**src/rtl/multicycle_control_if.sv**
```systemverilog
// rtl/multicycle_control_if.sv - control/datapath/memory signal bundle for multicycle_control
interface multicycle_control_if #(
  parameter int CNT_W = 32
);
  logic [6:0]       opcode;
  logic             zero;
  logic             mem_ready;
  logic             mem_req;
  logic             mem_we;
  logic             iord;
  logic             ir_write;
  logic             pc_write;
  logic             reg_write;
  logic             mem_to_reg;
  logic             alu_src_a;
  logic [1:0]       alu_src_b;
  logic [1:0]       alu_op;
  logic             instr_done;
  logic [CNT_W-1:0] instret;
  logic             illegal;

  modport master (
    input  opcode, zero, mem_ready,
    output mem_req, mem_we, iord, ir_write, pc_write, reg_write, mem_to_reg,
           alu_src_a, alu_src_b, alu_op, instr_done, instret, illegal
  );

  modport slave (
    output opcode, zero, mem_ready,
    input  mem_req, mem_we, iord, ir_write, pc_write, reg_write, mem_to_reg,
           alu_src_a, alu_src_b, alu_op, instr_done, instret, illegal
  );
endinterface

```
**src/rtl/multicycle_control.sv**
```systemverilog
// rtl/multicycle_control.sv - multi-cycle RV32I-subset main controller; MULTICYCLE_CTRL_ILLEGAL_TRAP_EN enables HALT on unknown opcodes
module multicycle_control #(
  parameter int CNT_W = 32
) (
  input  logic                 clk,
  input  logic                 rst_n,
  multicycle_control_if.master bus
);

  localparam logic [6:0] OP_R      = 7'b0110011;
  localparam logic [6:0] OP_I      = 7'b0010011;
  localparam logic [6:0] OP_LOAD   = 7'b0000011;
  localparam logic [6:0] OP_STORE  = 7'b0100011;
  localparam logic [6:0] OP_BRANCH = 7'b1100011;

  typedef enum logic [3:0] {
    S_FETCH,
    S_DECODE,
    S_EXEC_R,
    S_EXEC_I,
    S_WB_ALU,
    S_MEM_ADDR,
    S_MEM_RD,
    S_WB_MEM,
    S_MEM_WR,
    S_BRANCH,
    S_HALT
  } state_t;

  state_t           state;
  logic             is_store;
  logic [CNT_W-1:0] instret_q;
  logic             retire;

  // Retire points: both writebacks, the store completion and the branch cycle.
  assign retire = (state == S_WB_ALU) || (state == S_WB_MEM) || (state == S_BRANCH) ||
                  ((state == S_MEM_WR) && bus.mem_ready);

`ifdef MULTICYCLE_CTRL_ILLEGAL_TRAP_EN
  logic illegal_q;
  assign bus.illegal = illegal_q;
`else
  assign bus.illegal = 1'b0;
`endif

  always_ff @(posedge clk or negedge rst_n) begin
    if (!rst_n) begin
      state     <= S_FETCH;
      is_store  <= 1'b0;
      instret_q <= '0;
`ifdef MULTICYCLE_CTRL_ILLEGAL_TRAP_EN
      illegal_q <= 1'b0;
`endif
    end else begin
      if (retire) begin
        instret_q <= instret_q + 1'b1;
      end
      case (state)
        S_FETCH:    if (bus.mem_ready) state <= S_DECODE;
        S_DECODE: begin
          // Load/store direction is captured here since opcode is only trusted in DECODE.
          is_store <= (bus.opcode == OP_STORE);
          case (bus.opcode)
            OP_R:               state <= S_EXEC_R;
            OP_I:               state <= S_EXEC_I;
            OP_LOAD, OP_STORE:  state <= S_MEM_ADDR;
            OP_BRANCH:          state <= S_BRANCH;
            default: begin
`ifdef MULTICYCLE_CTRL_ILLEGAL_TRAP_EN
              state     <= S_HALT;
              illegal_q <= 1'b1;
`else
              state     <= S_FETCH;
`endif
            end
          endcase
        end
        S_EXEC_R:   state <= S_WB_ALU;
        S_EXEC_I:   state <= S_WB_ALU;
        S_WB_ALU:   state <= S_FETCH;
        S_MEM_ADDR: state <= is_store ? S_MEM_WR : S_MEM_RD;
        S_MEM_RD:   if (bus.mem_ready) state <= S_WB_MEM;
        S_WB_MEM:   state <= S_FETCH;
        S_MEM_WR:   if (bus.mem_ready) state <= S_FETCH;
        S_BRANCH:   state <= S_FETCH;
        S_HALT:     state <= S_HALT;
        default:    state <= S_FETCH;
      endcase
    end
  end

  // Outputs decode from the state so an asynchronous reset reaches them at once.
  always_comb begin
    bus.mem_req    = 1'b0;
    bus.mem_we     = 1'b0;
    bus.iord       = 1'b0;
    bus.ir_write   = 1'b0;
    bus.pc_write   = 1'b0;
    bus.reg_write  = 1'b0;
    bus.mem_to_reg = 1'b0;
    bus.alu_src_a  = 1'b0;
    bus.alu_src_b  = 2'b00;
    bus.alu_op     = 2'b00;
    case (state)
      S_FETCH: begin
        bus.mem_req   = 1'b1;
        bus.alu_src_b = 2'b01;
        bus.ir_write  = bus.mem_ready;
        bus.pc_write  = bus.mem_ready;
      end
      S_DECODE: begin
        bus.alu_src_b = 2'b11;
      end
      S_EXEC_R: begin
        bus.alu_src_a = 1'b1;
        bus.alu_op    = 2'b10;
      end
      S_EXEC_I: begin
        bus.alu_src_a = 1'b1;
        bus.alu_src_b = 2'b11;
        bus.alu_op    = 2'b10;
      end
      S_WB_ALU: begin
        bus.reg_write = 1'b1;
      end
      S_MEM_ADDR: begin
        bus.alu_src_a = 1'b1;
        bus.alu_src_b = 2'b11;
      end
      S_MEM_RD: begin
        bus.mem_req = 1'b1;
        bus.iord    = 1'b1;
      end
      S_WB_MEM: begin
        bus.reg_write  = 1'b1;
        bus.mem_to_reg = 1'b1;
      end
      S_MEM_WR: begin
        bus.mem_req = 1'b1;
        bus.iord    = 1'b1;
        bus.mem_we  = 1'b1;
      end
      S_BRANCH: begin
        bus.alu_src_a = 1'b1;
        bus.alu_op    = 2'b01;
        bus.pc_write  = ~bus.zero;
      end
      default: ;
    endcase
  end

  assign bus.instr_done = retire;
  assign bus.instret    = instret_q;

endmodule

```
**src/flat_wrapper.sv**
```systemverilog
// flat-port wrapper written by rule: the top's interface ports become plain ports
module multicycle_control_flat 
#(
  parameter int CNT_W = 32
)
  (clk, rst_n, bus_opcode, bus_zero, bus_mem_ready, bus_mem_req, bus_mem_we, bus_iord, bus_ir_write, bus_pc_write, bus_reg_write, bus_mem_to_reg, bus_alu_src_a, bus_alu_src_b, bus_alu_op, bus_instr_done, bus_instret, bus_illegal);
  multicycle_control_if #(.CNT_W(CNT_W)) bus_i ();
  input  logic clk;
  input  logic rst_n;
  input wire logic [$bits(bus_i.opcode)-1:0] bus_opcode;
  input wire logic [$bits(bus_i.zero)-1:0] bus_zero;
  input wire logic [$bits(bus_i.mem_ready)-1:0] bus_mem_ready;
  output wire logic [$bits(bus_i.mem_req)-1:0] bus_mem_req;
  output wire logic [$bits(bus_i.mem_we)-1:0] bus_mem_we;
  output wire logic [$bits(bus_i.iord)-1:0] bus_iord;
  output wire logic [$bits(bus_i.ir_write)-1:0] bus_ir_write;
  output wire logic [$bits(bus_i.pc_write)-1:0] bus_pc_write;
  output wire logic [$bits(bus_i.reg_write)-1:0] bus_reg_write;
  output wire logic [$bits(bus_i.mem_to_reg)-1:0] bus_mem_to_reg;
  output wire logic [$bits(bus_i.alu_src_a)-1:0] bus_alu_src_a;
  output wire logic [$bits(bus_i.alu_src_b)-1:0] bus_alu_src_b;
  output wire logic [$bits(bus_i.alu_op)-1:0] bus_alu_op;
  output wire logic [$bits(bus_i.instr_done)-1:0] bus_instr_done;
  output wire logic [$bits(bus_i.instret)-1:0] bus_instret;
  output wire logic [$bits(bus_i.illegal)-1:0] bus_illegal;
  assign bus_i.opcode = bus_opcode;
  assign bus_i.zero = bus_zero;
  assign bus_i.mem_ready = bus_mem_ready;
  assign bus_mem_req = bus_i.mem_req;
  assign bus_mem_we = bus_i.mem_we;
  assign bus_iord = bus_i.iord;
  assign bus_ir_write = bus_i.ir_write;
  assign bus_pc_write = bus_i.pc_write;
  assign bus_reg_write = bus_i.reg_write;
  assign bus_mem_to_reg = bus_i.mem_to_reg;
  assign bus_alu_src_a = bus_i.alu_src_a;
  assign bus_alu_src_b = bus_i.alu_src_b;
  assign bus_alu_op = bus_i.alu_op;
  assign bus_instr_done = bus_i.instr_done;
  assign bus_instret = bus_i.instret;
  assign bus_illegal = bus_i.illegal;
  multicycle_control #(.CNT_W(CNT_W)) u_core (.clk(clk), .rst_n(rst_n), .bus(bus_i));
endmodule
```
**config.mk**
```make
export PLATFORM = sky130hd
export DESIGN_NAME = multicycle_control_flat
export DESIGN_NICKNAME = d
export VERILOG_FILES = /design/src/rtl/multicycle_control_if.sv /design/src/rtl/multicycle_control.sv /design/src/flat_wrapper.sv
export SDC_FILE = /design/constraint.sdc
export NUM_CORES = 1
export LEC_CHECK = 0
export CORE_UTILIZATION = 51
export CTS_CLUSTER_SIZE = 28
export DETAILED_ROUTE_END_ITERATION = 8
export PLACE_DENSITY = 0.85
export RECOVER_POWER = 50
export SLEW_MARGIN = 5
export SYNTH_ARGS = -nofsm -noshare
export SYNTH_HDL_FRONTEND = slang
export SYNTH_SLANG_ARGS = --single-unit
```
**constraint.sdc**
```tcl
create_clock -name clk -period 5.02 [get_ports clk]
set_clock_uncertainty 0.2 [all_clocks]
set_input_delay 1.004 -clock clk [delete_from_list [all_inputs] [get_ports clk]]
set_output_delay 1.004 -clock clk [all_outputs]
set_load 0.03 [all_outputs]
```
==> results_dict.tcl <==
set metrics [dict create \
    rsz0062_at_grt "no" \
    fmax_mhz 229.4 \
    hold_path.class "reg2reg" \
    cts_root_buf "clkbuf_8" \
    p_leak_nw 1.229 \
    syn_nets 204 \
    hold_buffers 0 \
    fin_setup_tns_ns 0 \
    core-area_um2 3468 \
    synth_edf_count 0 \
    vias_per_cell 5.324 \
    ioPinCount 57 \
    maxCapViolations 1 \
    drt_drc_violations_left 0 \
    firstDrtPassIters 4 \
    relSlewSlack -0.2279 \
    wl_per_cell_um 12.75 \
    synthesis.area_um2 1927 \
    grt_usage 0.2105 \
    yosys.area.top_type_share 0.4805 \
    async_flop_share 1.000 \
    drive_above_1_share 0.05200 \
    cts_sinks 37 \
    grt-ovfl-total 0 \
    cts_setup_buffers 0 \
    synth_cells 192 \
    synth_common_cells "37 x dfrtp_1, 22 x xnor2_1, 21 x nand2_1" \
    die_h_um 63.47 \
    drt-total-wl_um 3775 \
    yosysMostFrequentCell "dfrtp_1" \
    avgSynthCellArea_um2 10.04 \
    grt_pass1_vias 1437 \
    drt_iter0_drc 69 \
    status "complete, but fails checks" \
    violations "max-capacitance violations, max-slew violations" \
    antenna_found_initial 0 \
    min_period_ns 4.359 \
    cts.htree.levels 2 \
    required_ns 3.82 \
    clk_latency_ns 0.29 \
    synth-main-ff-cell "dfrtp_1" \
    netlist_top_cells_area "dfrtp_1 48%, xnor2_1 10%, xor2_1 4.5%" \
    diodes 0 \
    path_max_fanout 9 \
    cts_buffers 5 \
    grt_max_degree 38 \
    io_buffers 55 \
    power_density_nw_per_um2 315.6 \
    fin_nets 261 \
    finalHoldViolCount 0 \
    cp-end-kind "output port" \
    syn_to_final_growth_pct 34.35 \
    min_period_over_period 0.8682 \
    yosysSeqAreaShare 0.4805 \
    slew_viol_final 38 \
    synth_seq_cells 37 \
    setup_viol 0 \
    grt_pass1_wl_um 6541 \
    worstPathArrival_ns 3.15 \
    synth_warnings 0 \
    yosysTopAreaCell "dfrtp_1" \
    fp.dieW_um 63.47 \
    gp_congestion 0.8059 \
    clockBufferDepth 2 \
    rows 21 \
    clkSlewWorstSetupHoldPaths_ns 0.07 \
    num_vias 1576 \
    ir_drop_mv 0.3271 \
    critPathKind "in2out" \
    initial_utilization 0.5556 \
    synth_cell_types 40 \
    start_kind "input pin" \
    dieArea_um2 4028 \
    ant_nets 0 \
    dp.cells 288 \
    worst_pin_slew_ns 1.842 \
    num-fill-cells 264 \
    cts_tree "built" \
    layoutNonFillerInstCount 296 \
    cts_resized 0 \
    hpwlAfterDp_um 2874 \
]
[where the power goes]
part	internal [W]	total (W)	switching (W)
logic	0.000114	0.000270	0.000155
clock network	0.0000960	0.000192	0.0000959
registers	0.000317	0.000355	0.0000386
total	0.000527	0.000817	0.000290
[logic make-up after synthesis]
group,Yosys count,share of synthesized area
AO/OA/AOI/OAI,15,0.06104
XOR/XNOR,32,0.1454
adder cells (fa/ha/maj),1,0.006492
buffers and inverters,8,0.02077
flip-flops,37,0.4805
other,1,0.001946
AND/OR/NAND/NOR,98,0.2838
[cell usage in the layout (no fill, tap or decap), types with 2 or more instances in the layout]
master	n
dfrtp_1	37
xnor2_1	22
clkbuf_8	5
nand3_1	13
clkinv_2	2
nor2_1	15
clkdlybuf4s50_1	38
nand2_1	21
nand4_1	9
inv_1	2
dlygate4sd3_1	17
xor2_1	10
a21oi_1	4
and2_1	5
clkbuf_1	2
and3_1	11
nor3_1	5
and4_1	2
nor2b_1	4
a21o_1	2
nand2b_1	4
[cell type report]
| class | count | area (um2) | area share |
|---|---|---|---|
| clock buffers | 6 | 72.57 | 0.02803 |
| repair buffers | 56 | 554.3 | 0.2141 |
| flip-flops and latches | 37 | 925.9 | 0.3577 |
| clock inverters | 2 | 10.01 | 0.003867 |
| multi-input cells | 147 | 960.9 | 0.3712 |
| inverters | 2 | 7.507 | 0.002900 |
| well taps | 46 | 57.56 | 0.02223 |
[critical path, stage by stage]
cell and delay (ns):
dlygate4sd3_1 0.59, and4bb_1 0.25, a211oi_4 0.46, inv_1 0.20
clkdlybuf4s50_1 0.64
[per-stage QoR]
stage               setup slack, ns  instance area [um2]  utilization  hold slack [ns]  total power, W
floorplan                     1.971                 1927            -           0.3201       0.0005358
global placement             0.8928                 2510       0.7237           0.2603       0.0006307
detailed placement           0.8543                 2510       0.7237           0.2636       0.0006339
CTS                          0.8437                 2592       0.7475           0.2771       0.0008293
global route                 0.5512                 2589       0.7464           0.2817       0.0008640
finish                       0.6614                 2589       0.7464           0.2697       0.0008170
[flip-flops by register name (all words and copies together) (netlist names)]
name	count
u_core.state	4
u_core.is_store	1
u_core.bus.instret	32
[per-layer routing]
metal  share of wire  vias to the layer above  routed length (um)  global-route usage
li1                -                      781                   -                   -
met1            0.47                      741                1757              0.2822
met2            0.46                       48                1736              0.3218
met3           0.056                        6                 213             0.05435
met4           0.018                        0                  68             0.08807
met5               0                        -                   0                   0
[final timing paths]
check	start	end	slack, ns	cells past startpoint
worst min register to register	u_core.bus.instret[31]$_DFFE_PN0P_	u_core.bus.instret[31]$_DFFE_PN0P_	0.27	1
worst max register to register	u_core.state[1]$_DFFE_PN0P_	u_core.bus.instret[5]$_DFFE_PN0P_	2.61	6
min in group asynchronous	rst_n	u_core.bus.instret[6]$_DFFE_PN0P_	1.56	2
max in group asynchronous	rst_n	u_core.bus.instret[21]$_DFFE_PN0P_	2.00	2
worst min-delay path	u_core.bus.instret[31]$_DFFE_PN0P_	u_core.bus.instret[31]$_DFFE_PN0P_	0.27	1
worst max-delay path	bus_mem_ready	bus_instr_done	0.66	5
No activity file was read; power rests on OpenSTA's default activity.
